$ cat src/rtl/rv32i_inst_encoder.sv
// ============================================================================
// rv32i_inst_encoder : encodes RV32I requests into words and streams them into imem
// Rev 1.0
// ============================================================================
`default_nettype none

module rv32i_inst_encoder #(
  parameter int DEPTH     = 4,
  parameter int ADDR_W    = 10,
  parameter int BASE_ADDR = 0
) (
  input  logic                     clk_i,
  input  logic                     reset_i,
  input  logic                     flush_i,
  input  logic                     req_valid_i,
  output logic                     req_ready_o,
  input  logic [3:0]               req_class_i,
  input  logic [4:0]               req_alu_i,
  input  logic [2:0]               req_f3_i,
  input  logic [4:0]               req_rd_i,
  input  logic [4:0]               req_rs1_i,
  input  logic [4:0]               req_rs2_i,
  input  logic [31:0]              req_imm_i,
  output logic                     imem_we_o,
  input  logic                     imem_ready_i,
  output logic [ADDR_W-1:0]        imem_addr_o,
  output logic [31:0]              imem_wdata_o,
  output logic                     err_o,
  output logic [7:0]               err_count_o,
  output logic [$clog2(DEPTH):0]   fifo_level_o
);

  localparam int PTR_W = $clog2(DEPTH);
  localparam int LVL_W = PTR_W + 1;

  localparam logic [6:0] OP_R      = 7'b0110011;
  localparam logic [6:0] OP_IMM    = 7'b0010011;
  localparam logic [6:0] OP_LOAD   = 7'b0000011;
  localparam logic [6:0] OP_JALR   = 7'b1100111;
  localparam logic [6:0] OP_STORE  = 7'b0100011;
  localparam logic [6:0] OP_BRANCH = 7'b1100011;
  localparam logic [6:0] OP_LUI    = 7'b0110111;
  localparam logic [6:0] OP_AUIPC  = 7'b0010111;
  localparam logic [6:0] OP_JAL    = 7'b1101111;

  logic [31:0]       mem_q [DEPTH];
  logic [PTR_W-1:0]  wr_ptr_q, wr_ptr_d, rd_ptr_q, rd_ptr_d;
  logic [LVL_W-1:0]  count_q, count_d;
  logic [ADDR_W-1:0] addr_q, addr_d;
  logic              err_q, err_d;
  logic [7:0]        err_count_q, err_count_d;

  logic        alu_ok, alu_shift, alu_sub;
  logic [6:0]  alu_f7;
  logic [2:0]  alu_f3;
  logic        imm12_ok, bimm_ok, jimm_ok, shamt_ok;
  logic        legal;
  logic [31:0] word;
  logic        full, accept, push, pop;

  // ALUcontrol code -> (funct7, funct3)
  always_comb begin
    alu_ok    = 1'b1;
    alu_shift = 1'b0;
    alu_sub   = 1'b0;
    alu_f7    = 7'h00;
    alu_f3    = 3'd0;
    case (req_alu_i)
      5'b00000: alu_f3 = 3'd0;
      5'b10000: begin alu_f7 = 7'h20; alu_sub = 1'b1; end
      5'b00100: begin alu_f3 = 3'd1; alu_shift = 1'b1; end
      5'b10111: alu_f3 = 3'd2;
      5'b11000: alu_f3 = 3'd3;
      5'b00011: alu_f3 = 3'd4;
      5'b00101: begin alu_f3 = 3'd5; alu_shift = 1'b1; end
      5'b00110: begin alu_f7 = 7'h20; alu_f3 = 3'd5; alu_shift = 1'b1; end
      5'b00010: alu_f3 = 3'd6;
      5'b00001: alu_f3 = 3'd7;
      default:  alu_ok = 1'b0;
    endcase
  end

  // Range checks reduce to "upper bits are a pure sign extension"
  assign imm12_ok = (&req_imm_i[31:11]) | ~(|req_imm_i[31:11]);
  assign bimm_ok  = ((&req_imm_i[31:12]) | ~(|req_imm_i[31:12])) & ~req_imm_i[0];
  assign jimm_ok  = ((&req_imm_i[31:20]) | ~(|req_imm_i[31:20])) & ~req_imm_i[0];
  assign shamt_ok = ~(|req_imm_i[31:5]);

  always_comb begin
    legal = 1'b0;
    word  = 32'h0;
    case (req_class_i)
      4'd0: begin
        legal = alu_ok;
        word  = {alu_f7, req_rs2_i, req_rs1_i, alu_f3, req_rd_i, OP_R};
      end
      4'd1: begin
        if (alu_shift) begin
          legal = alu_ok & shamt_ok;
          word  = {alu_f7, req_imm_i[4:0], req_rs1_i, alu_f3, req_rd_i, OP_IMM};
        end else begin
          legal = alu_ok & ~alu_sub & imm12_ok;
          word  = {req_imm_i[11:0], req_rs1_i, alu_f3, req_rd_i, OP_IMM};
        end
      end
      4'd2: begin
        legal = imm12_ok & (req_f3_i != 3'd3) & (req_f3_i < 3'd6);
        word  = {req_imm_i[11:0], req_rs1_i, req_f3_i, req_rd_i, OP_LOAD};
      end
      4'd3: begin
        legal = imm12_ok;
        word  = {req_imm_i[11:0], req_rs1_i, 3'b000, req_rd_i, OP_JALR};
      end
      4'd4: begin
        legal = imm12_ok & (req_f3_i <= 3'd2);
        word  = {req_imm_i[11:5], req_rs2_i, req_rs1_i, req_f3_i, req_imm_i[4:0], OP_STORE};
      end
      4'd5: begin
        legal = bimm_ok & (req_f3_i != 3'd2) & (req_f3_i != 3'd3);
        word  = {req_imm_i[12], req_imm_i[10:5], req_rs2_i, req_rs1_i, req_f3_i,
                 req_imm_i[4:1], req_imm_i[11], OP_BRANCH};
      end
      4'd6: begin
        legal = 1'b1;
        word  = {req_imm_i[31:12], req_rd_i, OP_LUI};
      end
      4'd7: begin
        legal = 1'b1;
        word  = {req_imm_i[31:12], req_rd_i, OP_AUIPC};
      end
      4'd8: begin
        legal = jimm_ok;
        word  = {req_imm_i[20], req_imm_i[10:1], req_imm_i[11], req_imm_i[19:12],
                 req_rd_i, OP_JAL};
      end
      default: legal = 1'b0;
    endcase
  end

  // Full blocks acceptance even when a pop frees a slot on the same edge
  assign full   = (count_q == LVL_W'(DEPTH));
  assign accept = req_valid_i & ~full & ~flush_i;
  assign push   = accept & legal;
  assign pop    = (count_q != '0) & imem_ready_i & ~flush_i;

  always_comb begin
    wr_ptr_d    = wr_ptr_q;
    rd_ptr_d    = rd_ptr_q;
    count_d     = count_q;
    addr_d      = addr_q;
    err_d       = accept & ~legal;
    err_count_d = err_count_q;
    if (push) wr_ptr_d = wr_ptr_q + PTR_W'(1);
    if (pop) begin
      rd_ptr_d = rd_ptr_q + PTR_W'(1);
      addr_d   = addr_q + ADDR_W'(4);
    end
    case ({push, pop})
      2'b10:   count_d = count_q + LVL_W'(1);
      2'b01:   count_d = count_q - LVL_W'(1);
      default: count_d = count_q;
    endcase
    if (err_d && (err_count_q != 8'hFF)) err_count_d = err_count_q + 8'd1;
    if (flush_i) begin
      wr_ptr_d = '0;
      rd_ptr_d = '0;
      count_d  = '0;
      addr_d   = ADDR_W'(BASE_ADDR);
    end
  end

  always_ff @(posedge clk_i or posedge reset_i) begin
    if (reset_i) begin
      wr_ptr_q    <= '0;
      rd_ptr_q    <= '0;
      count_q     <= '0;
      addr_q      <= ADDR_W'(BASE_ADDR);
      err_q       <= 1'b0;
      err_count_q <= 8'd0;
    end else begin
      wr_ptr_q    <= wr_ptr_d;
      rd_ptr_q    <= rd_ptr_d;
      count_q     <= count_d;
      addr_q      <= addr_d;
      err_q       <= err_d;
      err_count_q <= err_count_d;
    end
  end

  always_ff @(posedge clk_i) begin
    if (push) mem_q[wr_ptr_q] <= word;
  end

  assign req_ready_o  = ~full;
  assign imem_we_o    = (count_q != '0);
  assign imem_addr_o  = addr_q;
  assign imem_wdata_o = mem_q[rd_ptr_q];
  assign err_o        = err_q;
  assign err_count_o  = err_count_q;
  assign fifo_level_o = count_q;

endmodule

`default_nettype wire

$ cat config.mk
export PLATFORM = sky130hd
export DESIGN_NAME = rv32i_inst_encoder
export DESIGN_NICKNAME = d
export VERILOG_FILES = /design/src/rtl/rv32i_inst_encoder.sv
export SDC_FILE = /design/constraint.sdc
export NUM_CORES = 1
export LEC_CHECK = 0
export BUFFER_PORTS_ARGS = -buffer_cell sky130_fd_sc_hd__buf_2
export CORE_ASPECT_RATIO = 1.75
export CORE_UTILIZATION = 40
export CTS_CLUSTER_SIZE = 24
export DETAILED_ROUTE_END_ITERATION = 12
export RECOVER_POWER = 100
export SYNTH_ARGS = -nofsm -noshare
export SYNTH_HDL_FRONTEND = slang
export SYNTH_SLANG_ARGS = --single-unit
$ cat constraint.sdc
create_clock -name clk_i -period 5.2 [get_ports clk_i]
set_input_delay 0.26 -clock clk_i [delete_from_list [all_inputs] [get_ports clk_i]]
set_output_delay 0.26 -clock clk_i [all_outputs]
set_load 0.005 [all_outputs]
* Yosys cells after proc, flatten, opt, wreduce, memory -nomap -nowiden
Memory sizes are Yosys's and may differ from the RTL's.
Index checks and enable logic that the tools add are counted.
** Word-level totals
- Bits in registers :: 26
- Memory bits (writable) :: 128
- Input port bits :: 64
- Output and inout port bits :: 56
- Word-level logic and storage cells :: 104
- Memories :: 1
** Operators by class
- Add/subtract/negate cells :: 6
- Magnitude comparators :: 2
- Eq/ne operators :: 23
- Multiplexer cells :: 19
- Bitwise operators :: 28
- Reductions and logical operators :: 19
** Memories
- mem_q :: words 4, width 32, read ports 1, clocked after Yosys merged registers in 0, wr ports 1, RTL line 46 : logic [31:0] mem_q [DEPTH];
** Operators by type and width (number)
- $pmux 32 s9 :: 1
- $mux 32 :: 1
- $reduce_or 27->1 :: 1
- $pmux 3 s7 :: 1
- $reduce_and 21->1 :: 1
- $reduce_or 21->1 :: 1
- $mux 10 :: 2
- $reduce_and 20->1 :: 1
- $reduce_or 20->1 :: 1
- $and 1x1->1 :: 16
- $eq 4x3->1 const B :: 4
- $eq 5x3->1 const B :: 3
- $eq 5x5->1 const B :: 3
- $reduce_and 12->1 :: 1
- $reduce_or 12->1 :: 1
- $add 10x3->10 const B :: 1
- $eq 5x2->1 const B :: 2
- $reduce_or 10->1 :: 1
- $not 1->1 :: 9
- $add 8x1->8 const B :: 1
- $eq 4x2->1 const B :: 2
- $mux 2 :: 4
- $ne 8x8->1 const B :: 1
- $pmux 1 s8 :: 1
- other kinds (24) :: 37

* Logic depth before layout (Yosys ltp)
Gate-level depths: netlist of the first run.
- Depth in word-level cells :: 11
- Mapped depth :: 13
- Gate-level depth less buffers :: 11

* Least setup slack after synthesis of the first run
No wires, ideal clock.
- Kind :: in2reg
- Start :: in req_class_i[2]
- End :: mem mem_q[0][10] (enable)
- Library setup time :: 391 ps
- Arrival time :: 2489 ps
- Required time :: 4809 ps
- Slack :: 2320 ps
- Stages :: 8
- Path buffers :: 2
- Cells stage by stage :: buf_4 -> or4b_1 -> a221oi_2 -> o211ai_1 -> o22ai_2 -> o31a_4 -> buf_4 -> and2_1
** On the way
- Word-level cells in the longest chain between the ends :: 6
- Elaborated cells on any way between the ends :: 14
- Classes of those cells :: eq/ne: 8; mux: 3; bitwise: 1; reduce/logical: 2
** RTL lines
- start: declaration :: RTL line 17 : input logic [3:0] req_class_i,
- $eq 4x3->1 :: RTL line 92 : case (req_class_i)
- $reduce_or 2->1 (no source line)
- $pmux 1 s8 (*) :: RTL line 92
- $and 1x1->1 (*) :: RTL line 143 : assign push = accept & legal;
- $mux 1 (*) :: RTL line 191 : if (push) mem_q[wr_ptr_q] <= word;
- $mux 1 (not written as such) (*) :: RTL line 191
- end: declaration :: RTL line 46
Mark *: on every way between the ends. The rest lies on a longest branch, timed or not.

* Final worst setup path of the first run
- Start :: in req_class_i[2]
- End :: mem mem_q[1][24] (enable)
Same word-level chain as after synthesis.

==> impl_metrics.toml, run 1 <==
[timing]
post-route-period-util_pct = 69.4
drv_slew = 0
rsz0062_at_grt = "no"
fin_crit_ns = 3.61
hold_viol = 0
worst_pin_slew_ns = 1.01
finalSetupTns_ns = 0
slew_headroom_pct = 32.8
fmax_ghz = 0.277
skew_ns = 0.00955
whs_ns = 0.0390
setup_violations = 0

[drt]
wl_per_cell_um = 20.3
wirelength_um = 16500
num_vias = 4489
drt_iter0_drc = 265
postRouteAntennaNets = 0
route.detailed.drc = 0
firstDrtPassIters = 5
avgViaCountPerCell = 5.54

[global_routing]
grt-ovfl-total = 0
grt_pass1_vias = 4618
antenna_found_initial = 0
grt_max_degree = 33
grt_pass1_wl_um = 25500
grtUsageTotal_pct = 19.8

[power_and_ir_drop]
fin_total_pwr_uw = 3250
pwr-share-clk_pct = 37.5
powerDensity_nw_per_um2 = 398
peakVddDrop_mv = 0.250
leakagePower_uw = 0.00293
p_sw_share_pct = 26.6
p_int_uw = 2380
p_seq_share_pct = 43.0
p_sw_uw = 865
combPwrFrac_pct = 19.5

[clocking]
cts_tree = "done"
clkSinkCount = 148
clk_path_buf_depth = 2
post_cts_buffers = 0
cts_root_buf = "clkbuf_16"
hold_buffers = 0
path_clk_slew_ns = 0.06
htreeDepth = 4
cts_buffers = 17
post_cts_resized = 0
insertion_delay_ns = 0.42

[hold_path]
hold_path.class = "input pin to asynchronous set/reset pin"

[logic_synthesis]
yosysSeqAreaShare_pct = 63.5
synth_edf_count = 124
synthArstFlopShare_pct = 16.2
avgSynthCellArea_sq_um = 14.9
synthFlopType = "edfxtp_1"
synth_cell_types = 61
ys_warn_count = 0
yosys_register_bits = 148
synthCells = 458
synth_area_sq_um = 6810

[placed_design]
dp_hpwl_um = 11600
io_buffers = 117
gp_congestion = 0.903

[die]
coreArea_sq_um = 16500
io_pins = 120
die_w_um = 101
rows = 62
start_util_pct = 41.2
die_y_um = 175
die_area_sq_um = 17600

[cells_and_area]
drive_gt1_share_pct = 30.4
ff_latch_area_sq_um = 4330
multiInputGateArea_sq_um = 2300
nNetsFinal = 643
nFillCells = 1439
final_common_cell = "edfxtp_1"
mostFrequentLayoutCells = "124 x edfxtp_1, 98 x buf_2, 31 x mux4_2"
fin_util_pct = 49.3
area.growth.synth_to_final_pct = 19.6

[critical_path]
cp_max_fo = 31
reg2reg_from = "fifo_level_o[0]"
cp-end-kind = "flip-flop"
required_ns = 5.24
start_kind = "input pin"
reg2reg_slack_ns = 2.87
rr_worst_depth = 6
endpoint = "mem_q[1][24]"
path_class = "input pin to flip-flop"
worstReg2RegEnd = "mem_q[1][24]"
cp.arrival_ns = 3.64
crit_start = "req_class_i[2]"

[flow_run]
drv_cap = 0

[outcome]
status = "complete, no violations"
==> state kept, by name, indices dropped and copies added, names as in the netlist <==
signal and cells:
err_count_o 8, err_o 1, fifo_level_o 3, imem_addr_o 8, mem_q 124, rd_ptr_q 2, wr_ptr_q 2
==> power groups by stage <==
stage          clock network (uW)  registers (uW)  logic (uW)
2_1_floorplan                   0            1400         433
3_3_place_gp                    0            1420         648
3_5_place_dp                    0            1420         657
4_1_cts                      1240            1400         657
5_1_grt                      1290            1410         702
6_report                     1220            1400         634
==> metrics by stage <==
step	worst slack, ns	cells	instance area [sq um]
6_report	1.59	810	8150
5_1_grt	1.30	809	8150
4_1_cts	2.21	809	8190
3_5_place_dp	1.76	777	7590
3_3_place_gp	1.92	777	7590
2_1_floorplan	2.32	459	6820
==> synthesized netlist by cell type (all sizes together) (4+ instances only) <==
| cell | number | area [sq um] |
|---|---|---|
| xnor2 | 13 | 114 |
| o21ai | 7 | 35.0 |
| dfrtp | 24 | 601 |
| inv | 14 | 52.6 |
| and3 | 4 | 25.0 |
| buf | 14 | 76.3 |
| a21oi | 6 | 30.0 |
| mux2 | 6 | 67.6 |
| edfxtp | 124 | 3720 |
| and2 | 7 | 43.8 |
| xor2 | 6 | 52.6 |
| mux4 | 31 | 698 |
| clkbuf | 14 | 52.6 |
| nand3 | 16 | 80.1 |
| nand4 | 9 | 56.3 |
| a222oi | 4 | 40.0 |
| a22oi | 12 | 90.1 |
| nor3 | 10 | 55.1 |
| ha | 6 | 75.1 |
| or3 | 4 | 30.0 |
| a211oi | 4 | 30.0 |
| nor2 | 30 | 113 |
| a22o | 9 | 78.8 |
| o22ai | 7 | 50.1 |
| nand2 | 26 | 97.6 |
| nor4 | 8 | 50.1 |
==> worst max-delay path: stages <==
cell	delay (ns)
clkbuf_1	0.61
inv_1	0.29
nor3_1	0.81
nand3_1	0.17
o32ai_1	0.29
o31a_4	0.29
and2_0	0.14
clkbuf_2	0.76
==> cells by family (layout without fill, tap and decap cells) <==
group | after synthesis | after routing | synth area share (%)
other cells | 1 | 3 | 0.0550
fa+ha+maj | 7 | 7 | 1.40
compound gates | 76 | 76 | 8.85
buf+inv | 42 | 168 | 2.66
mux | 39 | 39 | 11.5
flops | 148 | 148 | 63.5
simple gates | 125 | 125 | 9.27
xor+xnor | 20 | 20 | 2.77
==> worst min path at each step <==
stage	slack, ns	startpoint	end
after floorplan	0.27	reset_i	err_count_o[0]
after global placement	0.48	err_count_o[5]	err_count_o[5]
after detailed placement	0.49	err_count_o[5]	err_count_o[5]
after CTS	0.05	reset_i	err_count_o[5]
after global routing	0.12	reset_i	err_count_o[5]
final	0.04	reset_i	err_count_o[5]
==> metal layers <==
metal | up-vias | track usage, % | wire length, um
li1 | 2050 | - | -
met1 | 2237 | 24.5 | 6660
met2 | 183 | 33.2 | 8400
met3 | 19 | 4.76 | 1060
met4 | 0 | 7.97 | 337
met5 | - | 0 | 0
==> area by class of cell <==
cell class              instances  area share, %
flip-flops and latches        148           53.1
well taps                     224           3.44
clock inverters                15           2.10
inverters                      14          0.645
multi-input cells             269           28.2
repair buffers                122           7.26
clock buffers                  17           5.22
diodes                          1         0.0307
Note: power is estimated with default switching activity, not from simulation.
==> run 2: changes to the inputs <==
--- a/config.mk
+++ b/config.mk
@@ -5,6 +5,7 @@
 export SDC_FILE = /design/constraint.sdc
 export NUM_CORES = 1
 export LEC_CHECK = 0
+export ABC_AREA = 1
 export BUFFER_PORTS_ARGS = -buffer_cell sky130_fd_sc_hd__buf_2
 export CORE_ASPECT_RATIO = 1.75
 export CORE_UTILIZATION = 40
==> constraint.sdc (replaced) <==
create_clock -name clk_i -period 3.7 [get_ports clk_i]
set_input_delay 0.185 -clock clk_i [delete_from_list [all_inputs] [get_ports clk_i]]
set_output_delay 0.185 -clock clk_i [all_outputs]
set_load 0.005 [all_outputs]
==> run 2 against run 1 <==
Register-to-register slack lost 1.4 ns. Via count grew 24%. Cell count grew 30%. Global-route usage grew 1.4 points. Critical path depth grew 3. Clock skew grew 0.00056 ns. Worst hold slack gained 0.0064 ns. Sequential cell count is the same. Die area grew 1.7%. Worst setup slack lost 0.69 ns. Combinational power shrank 53%. Highest routed layer unchanged. Synthesized cell count grew 50%. Critical path type unchanged. Critical endpoint is now mem_q[1][11].
==> impl_metrics.toml, run 2 <==
[outcome]
status = "complete, no violations"

[cells_and_area]
drive_gt1_share_pct = 16.5
stdcell_area_sq_um = 8330
nNetsFinal = 883
largest_reg_flops = 124
top_register = "mem_q"
mostFrequentLayoutCells = "124 x edfxtp_1, 119 x nor2_1, 112 x nand2_1"
final_common_cell = "edfxtp_1"
area.growth.synth_to_final_pct = 20.2

[power_and_ir_drop]
peakVddDrop_mv = 0.314
leakagePower_uw = 0.00335
powerDensity_nw_per_um2 = 481

[logic_synthesis]
synth_area_sq_um = 6930
synthArstFlopShare_pct = 16.2
synth_cell_types = 41
synth.most_common_cell = "edfxtp_1"
synth_edf_count = 124
yosys-top-cells-area = "edfxtp_1 54%, dfrtp_1 8.7%, nor2_1 6.6%, nand2_1 6.0%, o21ai_0 5.8%"
synthTopCellsByCount = "124 x edfxtp_1, 121 x nor2_1, 110 x nand2_1"
avgSynthCellArea_sq_um = 10.1
yosys_register_bits = 148
ys_warn_count = 0
synth_top_area_share_pct = 53.7
synth_top_area_cell = "edfxtp_1"
synthCells = 689
yosysSeqAreaShare_pct = 62.4
synthFlopType = "edfxtp_1"

[placed_design]
dp_hpwl_um = 12500
io_buffers = 117
gp_congestion = 0.923
pre_cts_slack_ns = 1.03
place_area_sq_um = 7770

[die]
coreArea_sq_um = 16900
start_util_pct = 40.9
die_y_um = 176
die_area_sq_um = 17900
die_w_um = 102
io_pins = 120
rows = 63

[drt]
postRouteAntennaNets = 0
num_vias = 5580
wirelength_um = 18100
avgViaCountPerCell = 5.30
drt_iter0_drc = 294
firstDrtPassIters = 5
route.detailed.drc = 0
wl_per_cell_um = 17.2

[timing]
post-route-period-util_pct = 75.6
skew_ns = 0.0101
setup_violations = 0
fmax_ghz = 0.358
fin_crit_ns = 2.80
drv_slew = 0
worst_pin_slew_ns = 1.27
rsz0062_at_grt = "no"
hold_viol = 0
worst_slack_ns = 0.904
slew_headroom_pct = 15.6
finalSetupTns_ns = 0

[clocking]
post_cts_resized = 0
cts_buffers = 17
cts_tree = "done"
path_clk_slew_ns = 0.06
htreeDepth = 4
cts_root_buf = "clkbuf_16"
clkSinkCount = 148
post_cts_buffers = 0
clk_path_buf_depth = 2
insertion_delay_ns = 0.42

[critical_path]
cp.arrival_ns = 2.84
path_class = "input pin to flip-flop"
start_kind = "input pin"
required_ns = 3.74
crit_slowest_cell = "clkbuf_2"
cp-end-kind = "flip-flop"
crit_start = "req_class_i[2]"
rr_worst_depth = 13
reg2reg_from = "fifo_level_o[0]"
reg2reg_slack_ns = 1.49
cp_max_fo = 31
worstReg2RegEnd = "fifo_level_o[2]"
path_cells = "clkbuf_1 -> nand2_1 -> nor2_1 -> clkbuf_1 -> inv_1 -> nand3_1 -> nor2_2 -> nand2_2 -> nand2_2 -> nor2_2 -> clkbuf_2"
cpPeakStageDelay_ns = 0.74

[hold_path]
hold_path.class = "input pin to flip-flop"
worstHoldEndpoint = "rd_ptr_q[0]"
worstHoldStart = "flush_i"
hold_path_depth = 2

[global_routing]
grtUsageTotal_pct = 21.2
antenna_found_initial = 1
grt_pass1_vias = 5537
grt-ovfl-total = 0
grt_max_degree = 64
grt_pass1_wl_um = 28200

[flow_run]
drv_cap = 0
==> run 2: cell count changes after synthesis, moves of 7 or more <==
cell / delta
a22oi_1: -8
and2_1: -7
inv_1: +41
mux4_2: -31
nand2_1: +84
nand2_2: +9
nand3_1: +16
nor2_1: +91
nor4_1: -8
o21ai_0: +74
o22ai_1: +27
xnor2_1: -9
==> run 2: worst max path at each step <==
| stage | depth (start not counted) | to |
|---|---|---|
| after global placement | 20 | fifo_level_o[2] |
| after global routing | 11 | mem_q[1][18] |
| after detailed placement | 20 | fifo_level_o[2] |
| final | 11 | mem_q[1][11] |
| after floorplan | 11 | mem_q[0][10] |
| after CTS | 5 | imem_wdata_o[30] |
==> run 2: critical path: cells and delay by family <==
| kind | cells | cell delay [ns] |
|---|---|---|
| simple gates | 7 | 0.93 |
| buf+inv | 4 | 1.69 |
==> run 2: power breakdown <==
group          internal [uW]  switching (uW)  leakage, uW
Combinational            106             189      0.00159
Sequential              1850            35.2      0.00146
Clock                   1140             691     0.000297
Total                   3090             915      0.00335
==> run 2: final cells by class <==
cell class	instances	area (sq um)
flip-flops and latches	148	4330
repair buffers	127	607
clock inverters	14	201
clock buffers	18	429
diodes	1	2.50
well taps	227	284
fillers	1627	8620
inverters	58	218
multi-input cells	460	2260
==> run 2: kinds of logic (layout without fill, tap and decap cells) <==
kind of cell / after synthesis / after routing / share of synthesized area, %
compound gates: 149 / 149 / 12.6
xor+xnor: 7 / 7 / 0.885
fa+ha+maj: 7 / 7 / 1.37
buf+inv: 82 / 217 / 4.71
flops: 148 / 148 / 62.4
other cells: 1 / 3 / 0.0541
simple gates: 295 / 295 / 18.0
==> run 2: timing repair <==
item / in CTS / in global routing
hold buffers: 1 / 0
endpoints found under the hold margin: 19 / 0
setup endpoints to repair: 0 / 0
==> run 2: per-layer routing <==
metal / GRT usage, % / up-vias / part of all wire [%]
li1: - / 2644 / -
met1: 24.3 / 2705 / 39
met2: 36.1 / 199 / 50
met4: 9.60 / 0 / 3.0
met3: 6.22 / 32 / 7.4
met5: 0 / - / 0
==> run 2: through the flow <==
step                hold WS, ns  instances  total power (uW)  util, %
floorplan                 0.200        690              2080        -
global placement          0.427       1019              2220     45.9
detailed placement        0.449       1019              2230     45.9
CTS                      0.0213       1052              4050     49.6
global route             0.0345       1053              4130     49.1
finish                   0.0454       1053              4010     49.1
==> run 3: changes to the inputs <==
--- a/config.mk
+++ b/config.mk
@@ -5,7 +5,7 @@
 export SDC_FILE = /design/constraint.sdc
 export NUM_CORES = 1
 export LEC_CHECK = 0
-export ABC_AREA = 1
+export ABC_AREA = 0
 export BUFFER_PORTS_ARGS = -buffer_cell sky130_fd_sc_hd__buf_2
 export CORE_ASPECT_RATIO = 1.75
 export CORE_UTILIZATION = 40
==> constraint.sdc (replaced) <==
create_clock -name clk_i -period 2.45 [get_ports clk_i]
set_input_delay 0.1225 -clock clk_i [delete_from_list [all_inputs] [get_ports clk_i]]
set_output_delay 0.1225 -clock clk_i [all_outputs]
set_load 0.005 [all_outputs]
==> run 3 against run 2 <==
Core utilization grew 3.1 points. Cell count fell by 17%. Clock skew is 0.0027 ns lower. Sequential share of layout area shrank 1.8 points. Critical path depth did not move. First-iteration DRC count shrank 6.8%. Clock power up 39%. Via count is 15% lower. Final area grew 3.6%. Worst hold slack got worse by 0.017 ns. Worst setup slack got worse by 0.82 ns. Non-clock buffer count up 61. Critical endpoint is now fifo_level_o[2]. Largest cell class unchanged. Largest power group unchanged.
==> impl_metrics.toml, run 3 (synthesis gave the netlist of run 1 again) <==
[die]
coreArea_sq_um = 16500
die_y_um = 175
start_util_pct = 41.2
io_pins = 120
die_area_sq_um = 17600
die_w_um = 101
rows = 62

[timing]
post-route-period-util_pct = 96.7
skew_ns = 0.00737
slew_headroom_pct = 35.6
whs_ns = 0.0285
worst_pin_slew_ns = 0.966
fmax_ghz = 0.422
setup_violations = 0
worst_slack_ns = 0.0813
hold_viol = 0
fin_crit_ns = 2.37
rsz0062_at_grt = "no"
drv_slew = 0

[critical_path]
required_ns = 2.75
start_kind = "input pin"
rr_worst_depth = 7
cp.arrival_ns = 2.67
crit_start = "req_imm_i[24]"
reg2reg_from = "fifo_level_o[0]"
cp_num_buf_inv = 1
worstReg2RegEnd = "fifo_level_o[2]"
cpPeakStageDelay_ns = 0.37
cp.depth = 11
path_class = "input pin to flip-flop"
endpoint = "fifo_level_o[2]"
cp_max_fo = 4
crit_slowest_cell = "fa_2"
reg2reg_slack_ns = 0.25
critPathTopFamily = "simple AND/OR/NAND/NOR gates"
path_cells = "clkbuf_1 -> nor4_1 -> nand3_1 -> a2bb2oi_1 -> o32ai_2 -> o31a_4 -> nor3_2 -> fa_2 -> and2_1 -> mux2i_1 -> mux2_1"
cp-end-kind = "flip-flop"

[power_and_ir_drop]
powerDensity_nw_per_um2 = 805
fin_total_pwr_uw = 6940
peakVddDrop_mv = 0.525
leakagePower_uw = 0.00324

[drt]
wirelength_um = 16800
route.detailed.drc = 0
drt_iter0_drc = 274
postRouteAntennaNets = 0
avgViaCountPerCell = 5.40
firstDrtPassIters = 6
num_vias = 4742
wl_per_cell_um = 19.1

[cells_and_area]
area.growth.synth_to_final_pct = 26.6
nFillCells = 1453
drive_gt1_share_pct = 37.0
stdcell_area_sq_um = 8630
final_common_cell = "edfxtp_1"
nNetsFinal = 709
mostFrequentLayoutCells = "124 x edfxtp_1, 101 x buf_2, 53 x buf_4"
top_register = "mem_q"
largest_reg_flops = 124

[hold_path]
hold_path.class = "input pin to flip-flop"

[flow_run]
drv_cap = 0

[global_routing]
grt_pass1_wl_um = 26400
grt-ovfl-total = 0
grt_max_degree = 34
antenna_found_initial = 2
grtUsageTotal_pct = 20.4
grt_pass1_vias = 4887

[outcome]
status = "complete, no violations"

[clocking]
clk_path_buf_depth = 2
insertion_delay_ns = 0.42
path_clk_slew_ns = 0.06
htreeDepth = 4
clkSinkCount = 148
cts_root_buf = "clkbuf_16"
cts_buffers = 17
cts_tree = "done"

[placed_design]
place_area_sq_um = 8150
gp_congestion = 0.980
pre_cts_slack_ns = -0.305
dp_hpwl_um = 12200
io_buffers = 117
run 3: per-layer routing:
metal	up-vias	share of wire [%]	GRT usage (%)	routed length, um
li1	2197	-	-	-
met1	2333	40	25.0	6740
met2	180	50	34.6	8430
met3	30	6.5	5.00	1090
met4	2	3.0	7.67	503
met5	-	0.089	0	15
run 3: power by group:
part,switching (uW),internal [uW]
Combinational,709,748
Sequential,97.4,2850
Clock,1130,1410
run 3: worst min-delay path by stage:
| stage | start | endpoint | depth (start not counted) |
|---|---|---|---|
| after CTS | imem_ready_i | fifo_level_o[1] | 3 |
| final | imem_ready_i | fifo_level_o[1] | 3 |
| after global routing | imem_ready_i | fifo_level_o[1] | 3 |
| after floorplan | reset_i | err_count_o[0] | 1 |
| after global placement | reset_i | err_count_o[5] | 2 |
| after detailed placement | reset_i | err_count_o[4] | 2 |
run 3: final cells by class:
cell class / count / area (sq um) / area share, %
multi-input combinational: 269 / 2320 / 26.9
inverter: 14 / 52.6 / 0.609
tap: 224 / 280 / 3.25
sequential: 148 / 4330 / 50.1
timing repair buffer: 188 / 1070 / 12.4
antenna: 3 / 7.51 / 0.0870
clock buffer: 18 / 450 / 5.22
clock inverter: 14 / 126 / 1.46
run 3: worst reg2reg max path, delay by kind of cell (launching register included):
family,cells,cell delay [ns]
simple gates,4,0.79
mux,2,0.48
flops,1,0.45
fa+ha+maj,1,0.37
run 3: repair_timing:
item | 4_1_cts | 5_1_grt
resized for setup | 0 | 0
hold buffers | 2 | 0
hold endpoints to repair | 25 | 0
setup buffers | 0 | 0
run 3: metrics by stage:
stage / util [%] / TNS [ns] / std cells
after floorplan: - / -0.208 / 459
after global placement: 49.3 / -0.224 / 841
after detailed placement: 49.3 / -3.93 / 841
after CTS: 52.9 / 0 / 875
after global routing: 52.2 / 0 / 876
final: 52.2 / 0 / 878
